==> src/rtl/fetch_unit.sv <==
// Instruction fetch stage: owns the PC, issues word requests to instruction memory
// and buffers returned words with their PCs in a 2-entry queue for the decode register.
module fetch_unit #(
  parameter logic [31:0] RESET_VECTOR = 32'h0000_0000,
  parameter logic [31:0] NOP_INSTR    = 32'h0000_0013
) (
  input  logic        clk,
  input  logic        reset,
  input  logic        StallF,
  input  logic [1:0]  PCSrcE,
  input  logic [31:0] PCTargetE,
  input  logic [31:0] ALUResultE,
  output logic        imem_req_valid,
  input  logic        imem_req_ready,
  output logic [31:0] imem_addr,
  input  logic        imem_rsp_valid,
  input  logic [31:0] imem_rsp_data,
  output logic [31:0] InstrF,
  output logic [31:0] PCF,
  output logic [31:0] PCPlus4F,
  output logic        InstrValidF
);

  // Handshake: a request transfers on a cycle where imem_req_valid & imem_req_ready.
  // Once raised, valid/addr stay stable until ready unless a redirect withdraws them.
  // Responses return in request order with no backpressure.

  logic [31:0] fetch_pc;
  logic [1:0]  outstanding;
  logic [1:0]  discard;
  logic [1:0]  count;

  logic [31:0] fifo_instr [2];
  logic [31:0] fifo_pc    [2];
  logic        rd_ptr;
  logic        wr_ptr;

  logic [31:0] shadow_pc [2];
  logic        sh_rd;
  logic        sh_wr;

  logic        redirect;
  logic [31:0] raw_target;
  logic [31:0] target;
  logic        pop;
  logic        req_fire;
  logic        rsp_fire;
  logic        push;
  logic        drop;
  logic [2:0]  in_use;

  assign redirect   = (PCSrcE == 2'b01) | (PCSrcE == 2'b10);
  assign raw_target = (PCSrcE == 2'b10) ? (ALUResultE & 32'hFFFF_FFFE) : PCTargetE;
  assign target     = raw_target & 32'hFFFF_FFFC;

  assign InstrValidF = (count != 2'd0);
  assign pop         = InstrValidF & ~StallF & ~redirect;

  // Credit counts buffered words plus words in flight, including ones to be discarded.
  assign in_use         = {1'b0, outstanding} + {1'b0, count} - {2'b00, pop};
  assign imem_req_valid = ~reset & ~redirect & (in_use < 3'd2);
  assign imem_addr      = fetch_pc;
  assign req_fire       = imem_req_valid & imem_req_ready;

  assign rsp_fire = imem_rsp_valid & (outstanding != 2'd0);
  assign push     = rsp_fire & (discard == 2'd0) & ~redirect;
  assign drop     = rsp_fire & (discard != 2'd0);

  assign InstrF   = InstrValidF ? fifo_instr[rd_ptr] : NOP_INSTR;
  assign PCF      = InstrValidF ? fifo_pc[rd_ptr] : 32'd0;
  assign PCPlus4F = PCF + 32'd4;

  always_ff @(posedge clk or posedge reset) begin
    if (reset) begin
      fetch_pc      <= RESET_VECTOR;
      outstanding   <= 2'd0;
      discard       <= 2'd0;
      count         <= 2'd0;
      rd_ptr        <= 1'b0;
      wr_ptr        <= 1'b0;
      sh_rd         <= 1'b0;
      sh_wr         <= 1'b0;
      fifo_instr[0] <= 32'd0;
      fifo_instr[1] <= 32'd0;
      fifo_pc[0]    <= 32'd0;
      fifo_pc[1]    <= 32'd0;
      shadow_pc[0]  <= 32'd0;
      shadow_pc[1]  <= 32'd0;
    end else begin
      // The shadow queue tracks every accepted request, kept or discarded alike.
      if (rsp_fire) begin
        sh_rd <= ~sh_rd;
      end
      if (req_fire) begin
        shadow_pc[sh_wr] <= fetch_pc;
        sh_wr            <= ~sh_wr;
      end

      if (redirect) begin
        count       <= 2'd0;
        rd_ptr      <= 1'b0;
        wr_ptr      <= 1'b0;
        fetch_pc    <= target;
        outstanding <= outstanding - {1'b0, rsp_fire};
        discard     <= outstanding - {1'b0, rsp_fire};
      end else begin
        if (req_fire) begin
          fetch_pc <= fetch_pc + 32'd4;
        end
        outstanding <= outstanding + {1'b0, req_fire} - {1'b0, rsp_fire};
        if (drop) begin
          discard <= discard - 2'd1;
        end
        if (push) begin
          fifo_instr[wr_ptr] <= imem_rsp_data;
          fifo_pc[wr_ptr]    <= shadow_pc[sh_rd];
          wr_ptr             <= ~wr_ptr;
        end
        if (pop) begin
          rd_ptr <= ~rd_ptr;
        end
        count <= count + {1'b0, push} - {1'b0, pop};
      end
    end
  end

endmodule

==> config.mk <==
export PLATFORM = sky130hd
export DESIGN_NAME = fetch_unit
export DESIGN_NICKNAME = d
export VERILOG_FILES = /design/src/rtl/fetch_unit.sv
export SDC_FILE = /design/constraint.sdc
export NUM_CORES = 1
export LEC_CHECK = 0
export CORE_MARGIN = 2
export CORE_UTILIZATION = 35
export CTS_BUF_LIST = sky130_fd_sc_hd__clkbuf_8
export DETAILED_ROUTE_END_ITERATION = 10
export DONT_BUFFER_PORTS = 1
export SYNTH_ARGS = -nofsm -noshare
export SYNTH_HDL_FRONTEND = slang
export SYNTH_SLANG_ARGS = --single-unit
==> constraint.sdc <==
create_clock -name clk -period 11.01 [get_ports clk]
set_clock_uncertainty 0.15 [all_clocks]
set_input_delay 2.7525 -clock clk [delete_from_list [all_inputs] [get_ports clk]]
set_output_delay 2.7525 -clock clk [all_outputs]
set_load 0.005 [all_outputs]
# Yosys cells after proc, flatten, opt, wreduce, memory -nomap -nowiden
# Cells that the tools add are included.
dict set report totals {
  register_bits 234
  latch_bits 0
  ram_bits 0
  rom_bits 0
  input_bits 103
  output_inout_bits 130
  word_cells 94
  memories 0
}
dict set report op_classes {
  n_addsub 10
  multipliers 0
  div 0
  order_cmp 7
  n_eq_ne 2
  n_shift 0
  mux 29
  bitwise 21
  reduce_logical 11
}
# operator count
set op_table {}
lappend op_table {{$mux 32} 16}
lappend op_table {{$bwmux 64} 3}
lappend op_table {{$add 32x3->32 const B} 2}
lappend op_table {{$demux 32 s1} 2}
lappend op_table {{$reduce_bool 2->1} 7}
lappend op_table {{$and 1x1->1} 9}
lappend op_table {{$ge 2x2->1 const B} 4}
lappend op_table {{$mux 2} 4}
lappend op_table {{$not 1->2} 4}
lappend op_table {{$not 1->1} 7}
lappend op_table {{$sub 2x1->2} 3}
lappend op_table {{$add 2x1->2} 2}
lappend op_table {{$lt 2x1->1 const B} 2}
lappend op_table {{$mux 1} 4}
lappend op_table {{$add 2x2->3} 1}
lappend op_table {{$lt 3x2->1 const B} 1}
lappend op_table {{$sub 3x1->3} 1}
lappend op_table {{$eq 2x1->1 const B} 1}
lappend op_table {{$eq 2x2->1 const B} 1}
lappend op_table {{$logic_and 1x1->1} 2}
lappend op_table {{$logic_not 2->1} 1}
lappend op_table {{$reduce_and 2->1} 1}
lappend op_table {{$sub 2x1->2 const B} 1}
lappend op_table {{$or 1x1->1} 1}

# Longest topological paths before layout
# Gate-level depths: netlist (run 1).
dict set report logic_depth {
  word_depth 11
  depth_mapped 16
  mapped_depth_nobuf 14
}

# Worst setup path before layout (run 1)
# Ideal clock, no wire load.
dict set report synth_timing {
  kind {input to output}
  startpoint {input PCSrcE[0]}
  endpoint {output imem_req_valid}
  arrival_time_ns 4.973
  required_time_ns 8.108
  path_slack_ns 3.134
  stages 10
  n_path_buf 2
  path_cell_list {inv_1 ha_1 clkbuf_1 clkbuf_1 and2_1 ha_1 nand2b_1 fa_1 nor2b_1 and3_1}
}
dict set report synth_via {
  elab_chain_len 7
  elab_cells_between_ends 9
  cone_classes {1 x add/sub; 1 x order compare; 2 x eq/ne; 5 x bitwise}
}
# element line
set synth_lines {}
lappend synth_lines {{start: declaration} 10} ;# input logic [1:0] PCSrcE,
lappend synth_lines {{$eq 2x1->1 or $eq 2x2->1 (tied branches)} 52} ;# assign redirect = (PCSrcE == 2'b01) | (PCSrcE == 2'b10);
lappend synth_lines {{$or 1x1->1 (*)} 52}
lappend synth_lines {{$not 1->1 (no line) (*)} n/a}
lappend synth_lines {{$and 1x1->1} 57} ;# assign pop = InstrValidF & ~StallF & ~redirect;
lappend synth_lines {{$sub 3x1->3} 60} ;# assign in_use = {1'b0, outstanding} + {1'b0, count} - {2'b00, pop};
lappend synth_lines {{$lt 3x2->1} 61} ;# assign imem_req_valid = ~reset & ~redirect & (in_use < 3'd2);
lappend synth_lines {{$and 1x1->1 (*)} 61}
lappend synth_lines {{end: declaration} 13} ;# output logic imem_req_valid,
# Mark *: on every way between the ends. The rest lies on a longest branch, timed or not.

# Final worst setup path (run 1)
# Same ends and word-level chain as after synthesis.

==> results of run 1 <==
==> worst reg2reg max path, stage by stage, from the launching register on <==
cell and delay, ns:
dfrtp_1 0.42, nor2_4 0.11, buf_4 0.61, nor2_1 0.22, and2_1 0.25, ha_1 0.26, nand2b_1 0.15, fa_1 0.52
nor2b_1 0.20, nand4_1 0.28, ha_1 0.42, inv_1 0.04, ha_1 0.17, xnor2_1 0.12, a21oi_1 0.20, xnor2_1 0.14
==> sequential cells by signal, indices dropped and copies added (netlist names) <==
register and count:
fifo_instr 64, fifo_pc 60, shadow_pc 60, imem_addr 30, count 2, discard 2, outstanding 2, rd_ptr 1
sh_rd 1, sh_wr 1, wr_ptr 1
==> per-stage QoR <==
step,hold slack [ns],cell area (sq um)
4_1_cts,0.3322,12610
6_report,0.3260,12610
2_1_floorplan,0.2996,11540
3_5_place_dp,0.3199,11790
5_1_grt,0.3528,12610
3_3_place_gp,0.3112,11790
==> per-layer routing <==
metal,global-route usage (%),up-vias
li1,-,3663
met2,22.31,281
met1,22.13,3713
met4,4.603,0
met5,0,-
met3,4.680,44
==> synthesized netlist by cell type (3+ instances only) <==
master	n	share of area (%)
a211oi_1	30	2.0
a21oi_1	60	2.6
and2_1	8	0.43
and3_1	5	0.27
and4_1	4	0.30
buf_1	6	0.20
buf_2	25	1.1
buf_4	7	0.46
buf_6	3	0.29
clkbuf_1	31	1.0
dfrtp_1	224	49
ha_1	11	1.2
inv_1	20	0.65
mux2_2	122	12
mux2i_1	96	8.3
nand2_1	64	2.1
nand3_1	23	1.0
nand4_1	16	0.87
nor2_1	97	3.2
nor2b_1	31	1.7
nor3_1	16	0.70
nor4_1	15	0.81
nor4_2	8	0.87
o21ai_0	39	1.7
xnor2_1	44	3.3
xor2_1	25	1.9
==> cell type report <==
cell class / instances / area [sq um]
clock buffers: 50 / 688.2
clock inverters: 23 / 126.4
fillers: 3243 / 19850
inverters: 20 / 82.58
multi-input cells: 743 / 5487
flip-flops and latches: 224 / 5610
well taps: 442 / 553.0
repair buffers: 8 / 60.06
==> path summary, 6_finish.rpt <==
path / end / slack [ns]
max reg2reg: outstanding[1] / 6.69
min in group asynchronous: imem_addr[2] / 2.10
min: fifo_pc[13] / 0.33
max: imem_req_valid / 3.50
max in group asynchronous: fifo_instr[48] / 6.88
min reg2reg: fifo_pc[13] / 0.33
==> cell families after synthesis <==
family	synth area share, %
compound gates	6.735
xor+xnor	5.247
fa+ha+maj	1.369
buf+inv	4.041
flops	48.66
mux	20.27
other cells	0.03256
simple gates	13.64
==> where the power goes <==
group,switching [W],internal [W]
Sequential,0.000260,0.00113
Combinational,0.000504,0.000441
Clock,0.000345,0.000434
Total,0.00111,0.00201
==> impl_metrics.toml, run 1 <==
[placement]
post-dp-hpwl_um = 18530
portBuffers = 0
dp_cells = 1437
place_ws_ns = 3.505
gp_congestion = 0.7550

[setup_path]
crit_path_max_fanout = 3
path_class = "input port to primary output"
slowest_stage = "fa_1"
critPathLaunchType = "input port"
r2r-start = "count[0]"
crit_buf_inv = 1
cp_cell_sequence = "inv_1 > ha_2 > and2_1 > ha_1 > nand2b_1 > fa_1 > nor2b_1 > and3_1"
cp.arrival_ns = 4.60
cp.depth = 8
end_kind = "primary output"
critical-path-max-stage-delay_ns = 0.52
critPathLaunch = "PCSrcE[0]"
critPathTopFamily = "adder cells"
reg2regPathDepth = 15
critPathRequiredTime_ns = 8.11

[yosys]
async_flop_share_pct = 100.0
synth_ff_type = "dfrtp_1"
syn_area_per_cell_sq_um = 10.91
ys_ff_latch = 224
synth_cells = 1056
netlist_area_sq_um = 11520
synth_edf_count = 0
ys.warnings.count = 0
synth-seq-area-share_pct = 48.66
synth.distinct_cells = 46

[clocking]
clk_pin_slew_ns = 0.05
cts_inserted_buffers = 42
cts_tree = "done"
cts_root_buf = "clkbuf_8"
postCtsSetupBuffers = 0
ctsResizeCount = 0
htree_num_levels = 2
clock-sinks = 224
cts_buffer_depth = 3
clock_latency_ns = 0.54
hold_buffers = 0

[route]
dr_total_vias = 7701
met1Wirelength_um = 12990
top_layer = "met4"
via_per_inst = 5.100
antenna_left = 0
met3_length_um = 2488
firstDrtPassIters = 4
wl_met2_um = 11060
finalWirelength_um = 27150
drt_iter0_markers = 331
drc = 0
wl_per_cell_um = 17.98

[global_route]
grt_pass1_wl_um = 41920
grt_max_degree = 142
grt-ovfl-total = 0
grt_pass1_vias = 7408
antenna_found_initial = 0
grt_usage_pct = 15.46

[floorplanning]
die_w_um = 185.4
num_io_pins = 233
initial_core_util_pct = 35.49
fp-row-count = 66
die_h_um = 185.4
core_area_sq_um = 32450
fp.dieArea_sq_um = 34380

[sta]
maxSlewViolCount = 0
period_share_pct = 68.18
finalCriticalPeriod_ns = 7.507
fmax_ghz = 0.1332
tns_ns = 0
worst_pin_slew_ns = 1.066
setup_violations = 0
rsz0062_at_grt = "false"
slew_headroom_pct = 28.92
worst_slack_ns = 3.503
final-hold-violation-count = 0

[pwr]
irDropWorstVdd_v = 0.00009571
total_power_w = 0.003118
p_leak_nw = 5.326
p_per_area_nw_per_um2 = 247.3

[layout]
final_net_count = 1154
fin_util_pct = 38.85
layout.cells.most_common = "dfrtp_1"
drive_gt1_share_pct = 19.76
diodes = 0
final_cell_mix = "dfrtp_1, mux2_2, mux2i_1"
stdcell_count = 1510
syn2layout_area_growth_pct = 9.450

[min_path]
hold_path_depth = 2
min_from = "fifo_pc[13]"
hp-class = "flop to flop"

[status]
status = "finished, final reports clean"

[run]
maxCapViolations = 0
Power figures use the tool's default switching activity.
==> run 2, diff against run 1 <==
Clock period 11.01 ns to 7.46 ns, I/O delays scaled along.
==> run 2 against run 1 <==
Compared with the run above: total power up 45%; die area unchanged; via count shrank 0.21%; sequential power is 47% higher; critical path type is now flop to primary output.
==> impl_metrics.toml, run 2 (synthesis gave the netlist of run 1 again) <==
[layout]
diodes = 0
multi_input_area_sq_um = 5487
num-fill-cells = 3232
final_net_count = 1154
layout.cells.most_common = "dfrtp_1"
stdcell_count = 1504
drive_gt1_share_pct = 19.87
largest_register_ffs = 64
biggestRegsByFlops = "fifo_instr: 64 flops, fifo_pc: 60 flops, shadow_pc: 60 flops"
top_register = "fifo_instr"
syn2layout_area_growth_pct = 9.092
final_cell_mix = "dfrtp_1, mux2_2, mux2i_1"
seq_area_sq_um = 5610

[sta]
tns_ns = 0
slew_headroom_pct = 28.38
fmax_ghz = 0.1631
finalCriticalPeriod_ns = 6.131
maxSlewViolCount = 0
final-hold-violation-count = 0
worst_pin_slew_ns = 1.074
setup_violations = 0
rsz0062_at_grt = "false"
period_share_pct = 82.18

[clocking]
clock_latency_ns = 0.54
ctsResizeCount = 0
cts_tree = "done"
htree_num_levels = 2
clk_pin_slew_ns = 0.06
cts_inserted_buffers = 41
hold_buffers = 0
cts_root_buf = "clkbuf_8"
clock-sinks = 224
cts_buffer_depth = 3
postCtsSetupBuffers = 0

[placement]
gp_congestion = 0.7660
dp_cells = 1438
portBuffers = 0
post-dp-hpwl_um = 18550

[min_path]
min_delay_worst_endpoint = "fifo_pc[2]"
min_from = "fifo_pc[2]"
hp-class = "flop to flop"
hold_path_depth = 2

[pwr]
irDropWorstVdd_v = 0.0001396
p_leak_nw = 5.278
p_per_area_nw_per_um2 = 360.8

[setup_path]
rrSetupSlack_ns = 3.79
reg2reg_to = "outstanding[1]"
critPathLaunchType = "flop"
end_kind = "primary output"
path_class = "flop to primary output"
critPathRequiredTime_ns = 5.45
r2r-start = "count[1]"
cp.arrival_ns = 4.12
critPathLaunch = "rd_ptr"
reg2regPathDepth = 14
crit_path_max_fanout = 47

[floorplanning]
die_w_um = 185.4
initial_core_util_pct = 35.49
core_area_sq_um = 32450
fp-row-count = 66
fp.dieArea_sq_um = 34380
num_io_pins = 233
die_h_um = 185.4

[route]
wl_per_cell_um = 17.99
dr_total_vias = 7685
via_per_inst = 5.110
antenna_left = 0
firstDrtPassIters = 4
finalWirelength_um = 27060
drc = 0
drt_iter0_markers = 277

[global_route]
antenna_found_initial = 0
grt_pass1_vias = 7407
grt-ovfl-total = 0
grt_usage_pct = 15.45
grt_max_degree = 124
grt_pass1_wl_um = 41790

[run]
maxCapViolations = 0

[status]
status = "finished, final reports clean"
## run 2: cell types whose count changed in the layout (fill, tap and decap cells not counted)
| cell | before | now |
|---|---|---|
| buf_12 | 0 | 1 |
| inv_1 | 36 | 30 |
| bufinv_16 | 1 | 0 |
| inv_8 | 1 | 0 |
| clkinv_2 | 3 | 4 |
| inv_6 | 2 | 0 |
| clkinvlp_4 | 0 | 2 |
## run 2: critical path, cell delays in order (launching register included)
cell and delay [ns]:
dfrtp_4 0.80, buf_4 0.72, mux2i_1 0.19, nor2_2 0.30, nand4_1 0.68, nor4_1 0.62
xor2_1 0.22
## run 2: where the power goes
group | internal (W) | total (W) | switching (W)
combinational | 0.000652 | 0.00139 | 0.000737
sequential | 0.00167 | 0.00205 | 0.000381
clock | 0.000598 | 0.00109 | 0.000492
total | 0.00292 | 0.00453 | 0.00161
## run 2: worst max-delay path by stage
stage | to | slack, ns
after floorplan | imem_req_valid | 1.36
after global placement | imem_req_valid | 1.77
after detailed placement | imem_req_valid | 1.76
after CTS | PCPlus4F[26] | 1.24
after global routing | PCPlus4F[26] | 1.00
final | PCPlus4F[26] | 1.33
## run 2: area by class of cell
type / instances / area share (%)
Inverter: 20 / 0.6273
Timing Repair Buffer: 9 / 0.6373
Clock inverter: 16 / 0.5476
Sequential cell: 224 / 44.65
Clock buffer: 50 / 5.476
Tap cell: 442 / 4.401
Multi-Input combinational cell: 743 / 43.66
## run 2: stage by stage
stage / total power (W) / cell area, sq um / util [%] / hold slack [ns] / setup slack (ns)
2_1_floorplan: 0.003110 / 11540 / - / 0.2996 / 1.359
3_3_place_gp: 0.003437 / 11810 / 36.39 / 0.3104 / 1.768
3_5_place_dp: 0.003494 / 11810 / 36.39 / 0.3198 / 1.758
4_1_cts: 0.004602 / 12570 / 38.72 / 0.3323 / 1.238
5_1_grt: 0.004881 / 12570 / 38.72 / 0.3490 / 1.001
6_report: 0.004534 / 12570 / 38.72 / 0.3240 / 1.329
## run 2: layer usage
layer	track usage (%)	up-vias	wire [um]
li1	-	3657	-
met1	22.63	3723	13310
met2	22.40	266	11120
met3	4.463	39	2251
met4	3.460	0	380
met5	0	-	0
